==> src/rtl/date_set_if.sv <==
// Button, running-date and load bus between the date setter and its neighbours.
// The master drives buttons and the running date; the slave returns the load/edit view.
interface date_set_if #(
  parameter int DW = 7
);
  logic          set_btn;
  logic          inc_btn;
  logic          dec_btn;
  logic          cancel;
  logic [DW-1:0] cur_month;
  logic [DW-1:0] cur_day;
  logic          ld;
  logic [DW-1:0] ld_month;
  logic [DW-1:0] ld_day;
  logic          setting;
  logic          sel_day;

  modport master (
    output set_btn, inc_btn, dec_btn, cancel, cur_month, cur_day,
    input  ld, ld_month, ld_day, setting, sel_day
  );

  modport slave (
    input  set_btn, inc_btn, dec_btn, cancel, cur_month, cur_day,
    output ld, ld_month, ld_day, setting, sel_day
  );
endinterface

==> src/rtl/date_set_ctrl.sv <==
// Operator date editor: captures the running month/day, edits them with
// set/inc/dec button edges, keeps the day inside the month and issues a one-cycle load.
module date_set_ctrl #(
  parameter int DW      = 7,
  parameter int TIMEOUT = 1000
) (
  input  logic        clk,
  input  logic        rst,
  date_set_if.slave   bus
);
  localparam int CW = $clog2(TIMEOUT + 1);

  typedef enum logic [1:0] {
    S_IDLE   = 2'd0,
    S_MONTH  = 2'd1,
    S_DAY    = 2'd2,
    S_COMMIT = 2'd3
  } state_t;

  state_t        state_q, state_d;
  logic [DW-1:0] month_q, month_d;
  logic [DW-1:0] day_q, day_d;
  logic [CW-1:0] cnt_q, cnt_d;
  logic          set_q, inc_q, dec_q;
  logic          ld_q, ld_d;
  logic          setting_q, setting_d;
  logic          sel_day_q, sel_day_d;

  logic          set_e_s, inc_e_s, dec_e_s;
  logic          inc_only_s, dec_only_s;
  logic [DW-1:0] last_s;

  // Last valid 0-based day of month m (Feb 28, Apr/Jun/Sep/Nov 30, others 31).
  function automatic logic [DW-1:0] last_day(input logic [DW-1:0] m);
    case (m)
      DW'(1):                          last_day = DW'(27);
      DW'(3), DW'(5), DW'(8), DW'(10): last_day = DW'(29);
      default:                         last_day = DW'(30);
    endcase
  endfunction

  assign set_e_s    = bus.set_btn & ~set_q;
  assign inc_e_s    = bus.inc_btn & ~inc_q;
  assign dec_e_s    = bus.dec_btn & ~dec_q;
  assign inc_only_s = inc_e_s & ~dec_e_s;
  assign dec_only_s = dec_e_s & ~inc_e_s;
  assign last_s     = last_day(month_q);

  always_ff @(posedge clk or posedge rst) begin
    if (rst) begin
      state_q   <= S_IDLE;
      month_q   <= '0;
      day_q     <= '0;
      cnt_q     <= '0;
      set_q     <= 1'b0;
      inc_q     <= 1'b0;
      dec_q     <= 1'b0;
      ld_q      <= 1'b0;
      setting_q <= 1'b0;
      sel_day_q <= 1'b0;
    end else begin
      state_q   <= state_d;
      month_q   <= month_d;
      day_q     <= day_d;
      cnt_q     <= cnt_d;
      set_q     <= bus.set_btn;
      inc_q     <= bus.inc_btn;
      dec_q     <= bus.dec_btn;
      ld_q      <= ld_d;
      setting_q <= setting_d;
      sel_day_q <= sel_day_d;
    end
  end

  always_comb begin
    state_d = state_q;
    month_d = month_q;
    day_d   = day_q;
    cnt_d   = cnt_q;
    case (state_q)
      S_IDLE: begin
        cnt_d = '0;
        if (set_e_s) begin
          month_d = bus.cur_month;
          day_d   = (bus.cur_day > last_day(bus.cur_month)) ? last_day(bus.cur_month)
                                                             : bus.cur_day;
          state_d = S_MONTH;
        end
      end
      S_MONTH, S_DAY: begin
        // Priority: cancel, then set (advance), then inc/dec, then idle timeout.
        if (bus.cancel) begin
          state_d = S_IDLE;
          cnt_d   = '0;
        end else if (set_e_s) begin
          state_d = (state_q == S_MONTH) ? S_DAY : S_COMMIT;
          cnt_d   = '0;
        end else if (inc_e_s || dec_e_s) begin
          cnt_d = '0;
          if (state_q == S_MONTH) begin
            if (inc_only_s) begin
              month_d = (month_q == DW'(11)) ? DW'(0) : month_q + DW'(1);
            end else if (dec_only_s) begin
              month_d = (month_q == DW'(0)) ? DW'(11) : month_q - DW'(1);
            end else begin
              month_d = month_q;
            end
            if (day_q > last_day(month_d)) begin
              day_d = last_day(month_d);
            end else begin
              day_d = day_q;
            end
          end else begin
            if (inc_only_s) begin
              day_d = (day_q == last_s) ? DW'(0) : day_q + DW'(1);
            end else if (dec_only_s) begin
              day_d = (day_q == DW'(0)) ? last_s : day_q - DW'(1);
            end else begin
              day_d = day_q;
            end
          end
        end else if (cnt_q == CW'(TIMEOUT - 1)) begin
          state_d = S_IDLE;
          cnt_d   = '0;
        end else begin
          cnt_d = cnt_q + CW'(1);
        end
      end
      S_COMMIT: begin
        state_d = S_IDLE;
        cnt_d   = '0;
      end
      default: begin
        state_d = S_IDLE;
        cnt_d   = '0;
      end
    endcase
    ld_d      = (state_d == S_COMMIT);
    setting_d = (state_d != S_IDLE);
    sel_day_d = (state_d == S_DAY);
  end

  assign bus.ld       = ld_q;
  assign bus.ld_month = month_q;
  assign bus.ld_day   = day_q;
  assign bus.setting  = setting_q;
  assign bus.sel_day  = sel_day_q;
endmodule

==> src/flat_wrapper.sv <==
// flat-port wrapper written by rule: the top's interface ports become plain ports
module date_set_ctrl_flat 
#(
  parameter int DW      = 7,
  parameter int TIMEOUT = 1000
)
  (clk, rst, bus_set_btn, bus_inc_btn, bus_dec_btn, bus_cancel, bus_cur_month, bus_cur_day, bus_ld, bus_ld_month, bus_ld_day, bus_setting, bus_sel_day);
  date_set_if #(.DW(DW)) bus_i ();
  input  logic clk;
  input  logic rst;
  input wire logic [$bits(bus_i.set_btn)-1:0] bus_set_btn;
  input wire logic [$bits(bus_i.inc_btn)-1:0] bus_inc_btn;
  input wire logic [$bits(bus_i.dec_btn)-1:0] bus_dec_btn;
  input wire logic [$bits(bus_i.cancel)-1:0] bus_cancel;
  input wire logic [$bits(bus_i.cur_month)-1:0] bus_cur_month;
  input wire logic [$bits(bus_i.cur_day)-1:0] bus_cur_day;
  output wire logic [$bits(bus_i.ld)-1:0] bus_ld;
  output wire logic [$bits(bus_i.ld_month)-1:0] bus_ld_month;
  output wire logic [$bits(bus_i.ld_day)-1:0] bus_ld_day;
  output wire logic [$bits(bus_i.setting)-1:0] bus_setting;
  output wire logic [$bits(bus_i.sel_day)-1:0] bus_sel_day;
  assign bus_i.set_btn = bus_set_btn;
  assign bus_i.inc_btn = bus_inc_btn;
  assign bus_i.dec_btn = bus_dec_btn;
  assign bus_i.cancel = bus_cancel;
  assign bus_i.cur_month = bus_cur_month;
  assign bus_i.cur_day = bus_cur_day;
  assign bus_ld = bus_i.ld;
  assign bus_ld_month = bus_i.ld_month;
  assign bus_ld_day = bus_i.ld_day;
  assign bus_setting = bus_i.setting;
  assign bus_sel_day = bus_i.sel_day;
  date_set_ctrl #(.DW(DW), .TIMEOUT(TIMEOUT)) u_core (.clk(clk), .rst(rst), .bus(bus_i));
endmodule
==> config.mk <==
export PLATFORM = sky130hd
export DESIGN_NAME = date_set_ctrl_flat
export DESIGN_NICKNAME = d
export VERILOG_FILES = /design/src/rtl/date_set_if.sv /design/src/rtl/date_set_ctrl.sv /design/src/flat_wrapper.sv
export SDC_FILE = /design/constraint.sdc
export NUM_CORES = 1
export LEC_CHECK = 0
export CAP_MARGIN = 10
export CORE_MARGIN = 2
export CORE_UTILIZATION = 50
export DETAILED_ROUTE_END_ITERATION = 10
export PLACE_DENSITY = 0.73
export SLEW_MARGIN = 20
export SYNTH_ARGS = -nofsm -noshare
export SYNTH_HDL_FRONTEND = slang
export SYNTH_SLANG_ARGS = --single-unit
==> constraint.sdc <==
create_clock -name clk -period 9 [get_ports clk]
set_input_delay 1.8 -clock clk [delete_from_list [all_inputs] [get_ports clk]]
set_output_delay 1.8 -clock clk [all_outputs]
set_load 0.02 [all_outputs]
Yosys cells after proc, flatten, opt, wreduce, memory -nomap -nowiden
Index checks and enable logic that the tools add are counted.
{"block": "totals", "register_bits": 32, "output_inout_bits": 17, "elab_cells": 119}
{"block": "classes", "n_addsub": 5, "n_lt_le_gt_ge": 2, "eq_ne": 30, "n_mux": 49, "n_bitwise": 10, "reduce_logical": 13}
{"cell": "$mux W7", "n": 32}
{"cell": "$eq A7 B4 Y1 const B", "n": 7}
{"cell": "$mux W10", "n": 4}
{"cell": "$pmux W7 S2", "n": 2}
{"cell": "$eq A7 B1 Y1 const B", "n": 3}
{"cell": "$eq A7 B2 Y1 const B", "n": 3}
{"cell": "$eq A7 B3 Y1 const B", "n": 3}
{"cell": "$pmux W10 S2", "n": 1}
{"cell": "$pmux W3 S2", "n": 3}
{"cell": "$add A7 B1 Y7 const B", "n": 2}
{"cell": "$gt A7 B7 Y1", "n": 2}
{"cell": "$logic_not A7 Y1", "n": 2}
{"cell": "$sub A7 B1 Y7 const B", "n": 2}
{"cell": "$reduce_or A4 Y1", "n": 3}
{"cell": "$add A10 B1 Y10 const B", "n": 1}
{"cell": "$eq A10 B10 Y1 const B", "n": 1}
{"cell": "$mux W2", "n": 5}
{"cell": "$eq A2 B2 Y1 const B", "n": 4}
{"cell": "$eq A7 B5 Y1", "n": 1}
{"cell": "$reduce_and A7 Y1", "n": 1}
{"cell": "$ne A2 B1 Y1 const B", "n": 3}
{"cell": "$pmux W2 S3", "n": 1}
{"cell": "$reduce_and A6 Y1", "n": 1}
{"cell": "$and A1 B1 Y1", "n": 5}
{"cell": "10 further kinds", "n": 17}

Logic depth before layout (Yosys ltp)
Gate-level depths: netlist of the first run.
{"block": "depth", "ltp_word": 26, "mapped_depth": 18, "mapped_depth_nobuf": 17}

Worst setup path before layout of the first run
Ideal clock, no wire load.
{"block": "synth_path", "path_type": "input -> register", "from": "input bus_dec_btn", "to": "register u_core.day_q[4], in the netlist u_core.bus.ld_day[4]", "t_arrival_ns": 4.782, "required_ns": 8.878, "setup_slack_ns": 4.097, "path_stages": 17, "path_buffers": 1, "path_cell_list": "nor2b_1 inv_1 ha_1 clkbuf_1 inv_1 o311ai_1 a31oi_1 and2_1 a21oi_1 nor2_1 ha_1 a21o_1 a21oi_1 o31ai_1 o211ai_1 a31o_1 a32o_1"}
{"block": "synth_via", "elab_chain_cells": 20, "elab_cells_between_ends": 35}
{"item": "start: declaration", "line": "flat_wrapper.sv:13", "source": "input wire logic [$bits(bus_i.dec_btn)-1:0] bus_dec_btn;"}
{"item": "$and A1 B1 Y1 *", "line": "date_set_ctrl.sv:44", "source": "assign dec_e_s = bus.dec_btn & ~dec_q;"}
{"item": "$and A1 B1 Y1 or $not A1 Y1 (tied branches)", "line": "date_set_ctrl.sv:46, date_set_ctrl.sv:45"}
{"item": "$mux W7 or $and A1 B1 Y1 (tied branches)", "line": "date_set_ctrl.sv:103, date_set_ctrl.sv:45"}
{"item": "$mux W7", "line": "date_set_ctrl.sv:101", "source": "if (inc_only_s) begin"}
{"item": "$mux W7", "line": "date_set_ctrl.sv:100", "source": "if (state_q == S_MONTH) begin"}
{"item": "$mux W7", "line": "date_set_ctrl.sv:98", "source": "end else if (inc_e_s || dec_e_s) begin"}
{"item": "$mux W7", "line": "date_set_ctrl.sv:95", "source": "end else if (set_e_s) begin"}
{"item": "$mux W7", "line": "date_set_ctrl.sv:92", "source": "if (bus.cancel) begin"}
{"item": "[4 not listed]"}
{"item": "$mux W7", "line": "date_set_ctrl.sv:100"}
{"item": "$mux W7", "line": "date_set_ctrl.sv:98"}
{"item": "$mux W7", "line": "date_set_ctrl.sv:95"}
{"item": "$mux W7", "line": "date_set_ctrl.sv:92"}
{"item": "$mux W7", "line": "date_set_ctrl.sv:80", "source": "case (state_q)"}
{"item": "$gt A7 B7 Y1", "line": "date_set_ctrl.sv:108", "source": "if (day_q > last_day(month_d)) begin"}
{"item": "$ne A3 B3 Y1 (no line)"}
{"item": "$reduce_and A7 Y1 (no line)"}
{"item": "end signal: assignment", "line": "date_set_ctrl.sv:64", "source": "day_q <= day_d;"}
{"item": "end: declaration", "line": "date_set_ctrl.sv:22", "source": "logic [DW-1:0] day_q, day_d;"}
Mark *: on every way between the ends. The rest lies on a longest branch, timed or not. The select of a mux whose other input is x is not followed.
A chain may end at the register's enable or synchronous reset.

Final worst setup path of the first run
{"block": "layout_path", "from": "input bus_inc_btn", "to": "register u_core.day_q[4], in the netlist u_core.bus.ld_day[4]"}
{"block": "layout_via", "elab_chain_cells": 21, "elab_cells_between_ends": 35}
{"item": "start: declaration", "line": "flat_wrapper.sv:12", "source": "input wire logic [$bits(bus_i.inc_btn)-1:0] bus_inc_btn;"}
{"item": "$and A1 B1 Y1 *", "line": "date_set_ctrl.sv:43", "source": "assign inc_e_s = bus.inc_btn & ~inc_q;"}
{"item": "$not A1 Y1", "line": "date_set_ctrl.sv:46", "source": "assign dec_only_s = dec_e_s & ~inc_e_s;"}
{"item": "$and A1 B1 Y1", "line": "date_set_ctrl.sv:46"}
{"item": "$mux W7", "line": "date_set_ctrl.sv:103", "source": "end else if (dec_only_s) begin"}
{"item": "$mux W7", "line": "date_set_ctrl.sv:101"}
{"item": "$mux W7", "line": "date_set_ctrl.sv:100"}
{"item": "$mux W7", "line": "date_set_ctrl.sv:98"}
{"item": "$mux W7", "line": "date_set_ctrl.sv:95"}
{"item": "[5 not listed]"}
{"item": "$mux W7", "line": "date_set_ctrl.sv:100"}
{"item": "$mux W7", "line": "date_set_ctrl.sv:98"}
{"item": "$mux W7", "line": "date_set_ctrl.sv:95"}
{"item": "$mux W7", "line": "date_set_ctrl.sv:92"}
{"item": "$mux W7", "line": "date_set_ctrl.sv:80"}
{"item": "$gt A7 B7 Y1", "line": "date_set_ctrl.sv:108"}
{"item": "$ne A3 B3 Y1 (no line)"}
{"item": "$reduce_and A7 Y1 (no line)"}
Marks and branches as above.

==> metrics.yaml, run 1 <==
cts.sinks: 32
grt_pass1_wl_um: 11600
num_antenna_cells: 0
fin_nets: 415
ys_warn_count: 0
synth_edf_count: 0
grt_pass1_vias: 2468
final_cell_mix: "nor2_1, clkdlybuf4s50_1, dfrtp_1"
dr.pass1.iters: 4
dieArea_um2: 6200
timing.final.hold_violations: 0
period_share: 0.650
vias_per_cell: 6.08
met1_usage: 0.311
async_reset_ff_frac: 1.00
clk-insertion-delay-late_ps: 290
die_x_um: 78.8
grt_max_degree: 33
yosysSeqAreaShare: 0.286
cts-buffers-inserted: 5
initialDrtViolationCount: 246
cp_max_fo: 22
fin_ws_ps: 3150
dp_slack_ps: 2950
cts.clk_slew.worst_paths_ps: 60
drt-total-wl_um: 6980
tightest_slew_ps: 1040
layout_commonest_cell: "nor2_1"
cp-start-kind: "primary input"
yosys-top-cells-area: "dfrtp_1, ha_1, nor2_1"
maxCapViolCount: 0
vias: 2716
gr-total-overflow: 0
cts_root_buffer: "clkbuf_8"
finalClockSkew_ps: 10.0
cts_buffer_depth: 2
arrival_ps: 6020
ant_nets: 0
initial_core_util: 0.514
fp.dieH_um: 78.8
htreeDepth: 2
outcome: "completed"
period_needed_ps: 5850
synth_area_per_cell_um2: 8.15
antenna_found_initial: 0
synth_top_area_cell: "dfrtp_1"
grt_most_used_layer: "met2"
ctsHoldBuffers: 0
hold_class: "register to register"
use_met2: 0.389
fmax_ghz: 0.171
drv_slew: 0
grt_usage: 0.234
ys_ff_latch: 32
synth.cell_area_um2: 2800
cts_tree: "built"
max-vdd-ir-drop_uv: 161
tns_ps: 0
synth_cell_type_count: 67
syn-num-nets: 384
syn_inst: 343
post-dp-hpwl_um: 5230
drc: 0
rsz0062_at_grt: "false"
drive_above_1_share: 0.0667
leakage_nw: 1.35
pwr_density_cell_nw_per_um2: 300
criticalPathCategory: "primary input to register"
wl_per_cell_um: 15.6
area_delta_synth_final_pct: 19.0
synth_top_area_frac: 0.286
port_buffers: 36
setup_viol: 0
grt_util_met3: 0.0375
required_ps: 9170
end_kind: "register"
post_cts_buffers: 0
place_congestion: 0.942
pin_count: 37
cts_resized: 0
min_path_cells: 1
max_slew_margin: 0.290
reg2regPathDepth: 16
coreArea_um2: 5440
fp-row-count: 27
synthFlopType: "dfrtp_1"
area by class of cell:
class / count / area [um2]
clock buffer: 7 / 96.3
clock inverter: 1 / 30.0
fill: 507 / 2110
inverter: 22 / 82.6
multi-input combinational: 276 / 1860
sequential: 32 / 801
tap: 72 / 90.1
timing repair buffer: 37 / 368
Yosys cell counts (all sizes together), types with 7 or more instances:
library cell  count
nor4              7
xnor2             8
nand3            18
clkbuf            9
nand2b           10
nor3              9
nor2             37
inv              22
ha               21
nand2            27
dfrtp            32
a21oi            21
o21ai            11
metrics by stage:
step | instances | power [mW] | hold slack, ps | cell area, um2 | utilization
2_1_floorplan | 343 | 0.664 | 433 | 2800 | -
3_3_place_gp | 439 | 0.833 | 456 | 3200 | 0.588
3_5_place_dp | 439 | 0.840 | 460 | 3200 | 0.588
4_1_cts | 447 | 0.996 | 467 | 3330 | 0.612
5_1_grt | 447 | 1.07 | 510 | 3330 | 0.612
6_report | 447 | 0.999 | 467 | 3330 | 0.612
metal layers:
metal | part of all wire | vias up | wire length (um)
met3 | 0.069 | 11 | 485
li1 | - | 1316 | -
met4 | 0.012 | 0 | 85
met2 | 0.48 | 103 | 3370
met5 | 0 | - | 0
met1 | 0.44 | 1286 | 3040
flip-flops by register name (all words and copies together), names as in the netlist:
name,count
u_core.bus.ld,1
u_core.bus.ld_day,7
u_core.bus.ld_month,7
u_core.bus.sel_day,1
u_core.bus.setting,1
u_core.cnt_q,10
u_core.dec_q,1
u_core.inc_q,1
u_core.set_q,1
u_core.state_q,2
cells by family after synthesis:
group	share of synthesized area
DFF	0.286
muxes	0.0376
adders and majority gates	0.0940
xor gates and xnor gates	0.0407
AOI/OAI and AO/OA	0.220
buffers and inverters	0.0483
and+or+nand+nor	0.273
critical path, stage by stage:
cell and delay [ps]:
clkdlybuf4s50_1 480, nand2b_1 100, inv_1 70, ha_1 610, inv_1 330, o311ai_1 360
a31oi_1 140, and2_1 240, a21oi_1 220, nor2_1 70, ha_1 290, a21o_1 110
a21oi_1 60, o31ai_1 370, o211ai_1 300, a31o_1 260, a32o_1 190
report_power, final:
group          internal [mW]  switching [mW]  total (mW)
clock                 0.0977          0.0543       0.152
sequential             0.183          0.0905       0.273
combinational          0.248           0.326       0.574
total                  0.528           0.471       0.999
path summary, 6_finish.rpt:
path	start	slack (ps)	to
max in group asynchronous	rst	6790	u_core.bus.ld_day[2]$_DFFE_PP0P_
min reg2reg	u_core.cnt_q[0]$_DFF_PP0_	470	u_core.cnt_q[0]$_DFF_PP0_
max	bus_inc_btn	3150	u_core.bus.ld_day[4]$_DFFE_PP0P_
min	u_core.cnt_q[0]$_DFF_PP0_	470	u_core.cnt_q[0]$_DFF_PP0_
max reg2reg	u_core.inc_q$_DFF_PP0_	4690	u_core.bus.ld_day[4]$_DFFE_PP0P_
min in group asynchronous	rst	1900	u_core.cnt_q[8]$_DFF_PP0_
Power figures use the tool's default switching activity.
==> inputs of run 2 (changes only) <==
--- a/config.mk
+++ b/config.mk
@@ -9,7 +9,7 @@
 export CORE_MARGIN = 2
 export CORE_UTILIZATION = 50
 export DETAILED_ROUTE_END_ITERATION = 10
-export PLACE_DENSITY = 0.73
+export PLACE_DENSITY = 0.76
 export SLEW_MARGIN = 20
 export SYNTH_ARGS = -nofsm -noshare
 export SYNTH_HDL_FRONTEND = slang
==> constraint.sdc (replaced) <==
create_clock -name clk -period 5 [get_ports clk]
set_input_delay 1 -clock clk [delete_from_list [all_inputs] [get_ports clk]]
set_output_delay 1 -clock clk [all_outputs]
set_load 0.02 [all_outputs]
==> run 2 against run 1 <==
  * Worst hold slack worse by 1.9 ps
  * Cell count grew 0.67%
  * Total power increased by 74%
  * First-iteration DRC count rose by 12%
  * Worst setup slack worse by 2800 ps
  * Utilization down 0.14 points
  * Clock skew shrank 1.4 ps
  * Flip-flop and latch count is the same
  * Die area is the same
  * Combinational power is 83% higher
  * Count of clock-buffer cells in the layout increased by 1
==> metrics.yaml, run 2 (same netlist as run 1, synthesis figures left out) <==
leakage_nw: 1.34
max-vdd-ir-drop_uv: 271
pin_count: 37
finalClockSkew_ps: 8.64
fp-row-count: 27
cts_buffer_depth: 2
num-fill-cells: 470
cts.clk_slew.worst_paths_ps: 70
antenna_found_initial: 0
period_share: 0.926
cp-start-kind: "primary input"
r2r-end: "u_core.bus.ld_day[5]$_DFFE_PP0P_"
num_antenna_cells: 0
hold_path_startpoint: "u_core.cnt_q[0]$_DFF_PP0_"
criticalPathCategory: "primary input to register"
cp_max_fo: 13
dr.pass1.iters: 4
vias_per_cell: 6.01
pwr_density_cell_nw_per_um2: 524
whs_ps: 465
vias: 2703
rsz0062_at_grt: "false"
wl_per_cell_um: 15.3
fin_nets: 418
place_congestion: 0.951
multi_input_area_um2: 1870
outcome: "completed"
dieArea_um2: 6200
top_register: "u_core.cnt_q"
holdPathEnd: "u_core.cnt_q[0]$_DFF_PP0_"
tightest_slew_ps: 966
grt_usage: 0.237
htreeDepth: 2
post-dp-hpwl_um: 5270
period_needed_ps: 4630
grt_pass1_wl_um: 11900
final_cell_mix: "nor2_1, clkdlybuf4s50_1, dfrtp_1"
drt-total-wl_um: 6880
ant_nets: 0
clk-insertion-delay-late_ps: 280
die_x_um: 78.8
required_ps: 5170
post_cts_buffers: 0
r2r_start: "u_core.bus.ld_month[4]$_DFFE_PP0P_"
rrSetupSlack_ps: 1130
cts-buffers-inserted: 5
reg2regPathDepth: 12
coreArea_um2: 5440
setup_viol: 0
cts_root_buffer: "clkbuf_8"
arrival_ps: 4800
min_path_cells: 1
layout.area.seq_um2: 801
end_kind: "register"
maxCapViolCount: 0
initialDrtViolationCount: 275
drc: 0
max_slew_margin: 0.340
hold_class: "register to register"
timing.final.hold_violations: 0
gr-total-overflow: 0
drive_above_1_share: 0.0714
p_total_mw: 1.74
largest_reg_flops: 10
initial_core_util: 0.514
port_buffers: 36
fp.dieH_um: 78.8
utilization: 0.610
cts_tree: "built"
grt_pass1_vias: 2576
drv_slew: 0
cts.sinks: 32
fmax_ghz: 0.216
layout_commonest_cell: "nor2_1"
grt_max_degree: 33
area_delta_synth_final_pct: 18.8
tns_ps: 0
run 2: worst max-delay path by stage:
stage | start | end | cells after the start
after global placement | bus_inc_btn | u_core.bus.ld_day[1]$_DFFE_PP0P_ | 17
after global routing | bus_inc_btn | u_core.bus.ld_day[5]$_DFFE_PP0P_ | 17
final | bus_dec_btn | u_core.bus.ld_day[5]$_DFFE_PP0P_ | 17
after floorplan | bus_dec_btn | u_core.bus.ld_day[4]$_DFFE_PP0P_ | 17
after detailed placement | bus_dec_btn | u_core.bus.ld_day[5]$_DFFE_PP0P_ | 16
after CTS | bus_dec_btn | u_core.bus.ld_day[5]$_DFFE_PP0P_ | 16
run 2: power breakdown:
part	internal (mW)	switching, mW	leakage (nW)
sequential	0.329	0.158	0.405
combinational	0.455	0.592	0.890
clock	0.112	0.0914	0.0455
run 2: worst max-delay path, stage by stage:
cell and delay [ps]:
clkdlybuf4s50_1 470, nor2b_1 180, inv_1 80, ha_1 320, buf_4 240, nor4_1 410
nor4_2 120, and2_1 180, a21oi_1 200, nor2_1 60, ha_1 280, a21o_1 100
a21oi_1 60, o31ai_1 360, o211ai_1 220, buf_4 200, o32ai_1 310
run 2: layout make-up:
cell class              instances  area share
well taps                      72      0.0271
flip-flops and latches         32       0.241
clock buffers                   8      0.0271
inverters                      22      0.0249
repair buffers                 40       0.118
multi-input cells             276       0.562
run 2: repair_timing:
item | in CTS | in global routing
hold buffers | 0 | 0
setup endpoints to repair | 0 | 7
gates resized for setup | 0 | 1
run 2: metrics by stage:
step | cell area (um2) | setup slack, ps | cells
global route | 3320 | 8.05 | 450
global placement | 3220 | 191 | 442
floorplan | 2800 | 897 | 343
finish | 3320 | 373 | 450
CTS | 3310 | 374 | 450
detailed placement | 3220 | 91.1 | 442
run 2: routing by layer:
layer	wire (um)	vias up	GRT usage
li1	-	1326	-
met1	3030	1273	0.308
met2	3380	93	0.400
met3	344	11	0.0398
met4	129	0	0.0789
met5	0	-	0
==> inputs of run 3 (changes only) <==
--- a/config.mk
+++ b/config.mk
@@ -5,11 +5,13 @@
 export SDC_FILE = /design/constraint.sdc
 export NUM_CORES = 1
 export LEC_CHECK = 0
+export ABC_AREA = 1
 export CAP_MARGIN = 10
 export CORE_MARGIN = 2
 export CORE_UTILIZATION = 50
 export DETAILED_ROUTE_END_ITERATION = 10
-export PLACE_DENSITY = 0.76
+export DONT_BUFFER_PORTS = 1
+export PLACE_DENSITY = 0.68
 export SLEW_MARGIN = 20
 export SYNTH_ARGS = -nofsm -noshare
 export SYNTH_HDL_FRONTEND = slang
==> run 3 against run 2 <==
  * Maximum frequency increased by 15%
  * Critical path depth increased by 6
  * Sequential power increased by 13%
  * Register-to-register slack improved by 220 ps
  * Clock skew decreased by 3.3 ps
  * Area after synthesis increased by 2.8%
  * Sequential share of layout area increased by 2.5 points
  * Worst hold slack improved by 50 ps
  * Worst setup slack improved by 600 ps
  * Cell count increased by 12%
  * Global-route usage decreased by 1.5 points
  * Critical endpoint is now u_core.bus.ld_day[0]$_DFFE_PP0P_
==> metrics.yaml, run 3 <==
outcome: "completed"
drive_above_1_share: 0.0930
cts.sinks: 32
drc: 0
synth_common_cells: "nand2_1, nor2_1, inv_1"
port_buffers: 0
area_delta_synth_final_pct: 4.75
ys_warn_count: 0
syn-num-nets: 471
cts_tree: "built"
r2r-end: "u_core.bus.ld_day[0]$_DFFE_PP0P_"
period_needed_ps: 4020
rsz0062_at_grt: "false"
synth_edf_count: 0
grt_pass1_vias: 2452
synth_area_per_cell_um2: 6.68
tightest_slew_ps: 542
maxCapViolCount: 0
vias: 2687
synthFlopType: "dfrtp_1"
fp.dieH_um: 79.8
placed_area_um2: 2920
cts.clk_slew.worst_paths_ps: 70
initialDrtViolationCount: 171
leakage_nw: 1.53
max_stage_delay_ps: 380
r2r_start: "u_core.dec_q$_DFF_PP0_"
synth_top_area_cell: "dfrtp_1"
finalClockSkew_ps: 5.38
yosysSeqAreaShare: 0.279
max_slew_margin: 0.638
vias_per_cell: 5.35
final_cell_mix: "nand2_1, nor2_1, inv_1"
post_cts_buffers: 0
num_antenna_cells: 0
synth_top_area_frac: 0.279
ctsHoldBuffers: 0
cts_resized: 0
final_cell_area_um2: 3010
dr.pass1.iters: 4
cts_buffer_depth: 2
synth.cell_area_um2: 2870
cp_max_fo: 15
syn_inst: 430
grt_usage: 0.222
drv_slew: 0
min_path_cells: 1
grt_pass1_wl_um: 11200
clk-insertion-delay-late_ps: 280
cts-buffers-inserted: 5
end_kind: "register"
crit_buf_inv: 6
dieArea_um2: 6370
place_congestion: 0.869
cp_cell_sequence: "inv_1 > nor2_1 > inv_1 > ha_1 > inv_1 > nand2_1 > o21ai_1 > nor2_1 > nand2_1 > inv_1 > nand2_1 > inv_1 > ha_1 > a21oi_1 > o21ai_0 > nand4_1 > nand3_1 > nand3_1 > nand2_1 > nand2_1 > clkinv_1 > nor2_1 > a21oi_2"
fin_nets: 470
cp-start-kind: "primary input"
fp-row-count: 27
p_total_mw: 1.74
drt-total-wl_um: 6640
fmax_ghz: 0.248
slowest_stage: "inv_1"
period_share: 0.805
holdPathEnd: "u_core.cnt_q[0]$_DFF_PP0_"
gr-total-overflow: 0
antenna_found_initial: 0
yosys-top-cells-area: "dfrtp_1, nand2_1, ha_1"
ant_nets: 0
hold_class: "register to register"
cpLargestDelayFamily: "simple AND/OR/NAND/NOR gates"
top_register: "u_core.cnt_q"
coreArea_um2: 5540
htreeDepth: 2
max-vdd-ir-drop_uv: 290
wl_per_cell_um: 13.2
arrival_ps: 4200
cts_root_buffer: "clkbuf_8"
initial_core_util: 0.519
layout_commonest_cell: "nand2_1"
synth_cell_type_count: 34
setup_viol: 0
post-dp-hpwl_um: 5160
required_ps: 5170
grt_max_degree: 33
largest_reg_flops: 10
reg2regPathDepth: 22
criticalPathCategory: "primary input to register"
pwr_density_cell_nw_per_um2: 577
timing.final.hold_violations: 0
pin_count: 37
die_x_um: 79.8
ys_ff_latch: 32
yosysMostFrequentCell: "nand2_1"
hold_path_startpoint: "u_core.cnt_q[0]$_DFF_PP0_"
whs_ps: 515
async_reset_ff_frac: 1.00
rrSetupSlack_ps: 1350
tns_ps: 0
==> run 3: per-layer routing <==
| metal | up-vias | GRT usage | wire, um |
|---|---|---|---|
| met5 | - | 0 | 0 |
| met2 | 57 | 0.365 | 3100 |
| li1 | 1397 | - | - |
| met4 | 0 | 0.0678 | 82 |
| met3 | 9 | 0.0385 | 321 |
| met1 | 1224 | 0.298 | 3140 |
==> run 3: cell families after synthesis <==
logic type / Yosys count / share of synthesized area
compound gates: 61 / 0.116
xor+xnor: 13 / 0.0396
fa+ha+maj: 21 / 0.0915
buf+inv: 69 / 0.0980
flops: 32 / 0.279
simple gates: 234 / 0.376
==> run 3: report_power, final <==
group | internal [mW] | switching, mW
Sequential | 0.330 | 0.222
Clock | 0.112 | 0.0913
Combinational | 0.332 | 0.650
Total | 0.774 | 0.962
==> run 3: worst max-delay path by stage <==
stage,start,end,slack (ps),cells past startpoint
after floorplan,bus_inc_btn,u_core.bus.ld_day[0]$_DFFE_PP0P_,1410,27
after global placement,bus_dec_btn,u_core.bus.ld_day[0]$_DFFE_PP0P_,860,23
after detailed placement,bus_inc_btn,u_core.bus.ld_day[0]$_DFFE_PP0P_,750,22
after CTS,bus_dec_btn,u_core.bus.ld_day[0]$_DFFE_PP0P_,1040,23
after global routing,bus_dec_btn,u_core.bus.ld_day[4]$_DFFE_PP0P_,620,23
final,bus_dec_btn,u_core.bus.ld_day[0]$_DFFE_PP0P_,980,23
==> run 3: area by class of cell <==
class / count / area [um2]
clock buffers: 8 / 90.1
fillers: 564 / 2530
repair buffers: 1 / 7.51
multi-input cells: 329 / 1790
inverters: 60 / 230
well taps: 72 / 90.1
flip-flops and latches: 32 / 801
==> run 3: worst register-to-register path, cell delays in order, from the launching register on <==
cell and delay [ps]:
dfrtp_1 360, nor2_1 130, inv_1 80, ha_1 360
inv_1 390, nand2_1 120, o21ai_1 230, nor2_1 100
nand2_1 110, inv_1 60, nand2_1 100, inv_1 50
ha_1 300, a21oi_1 130, o21ai_0 90, nand4_1 70
nand3_1 80, nand3_1 90, nand2_1 50, nand2_1 230
clkinv_1 230, nor2_1 160, a21oi_2 40
==> run 3: through the flow <==
| stage | utilization | cells | setup slack, ps |
|---|---|---|---|
| floorplan | - | 430 | 1410 |
| global route | 0.543 | 502 | 617 |
| finish | 0.543 | 502 | 976 |
| CTS | 0.543 | 502 | 1040 |
| detailed placement | 0.527 | 494 | 746 |
| global placement | 0.527 | 494 | 863 |
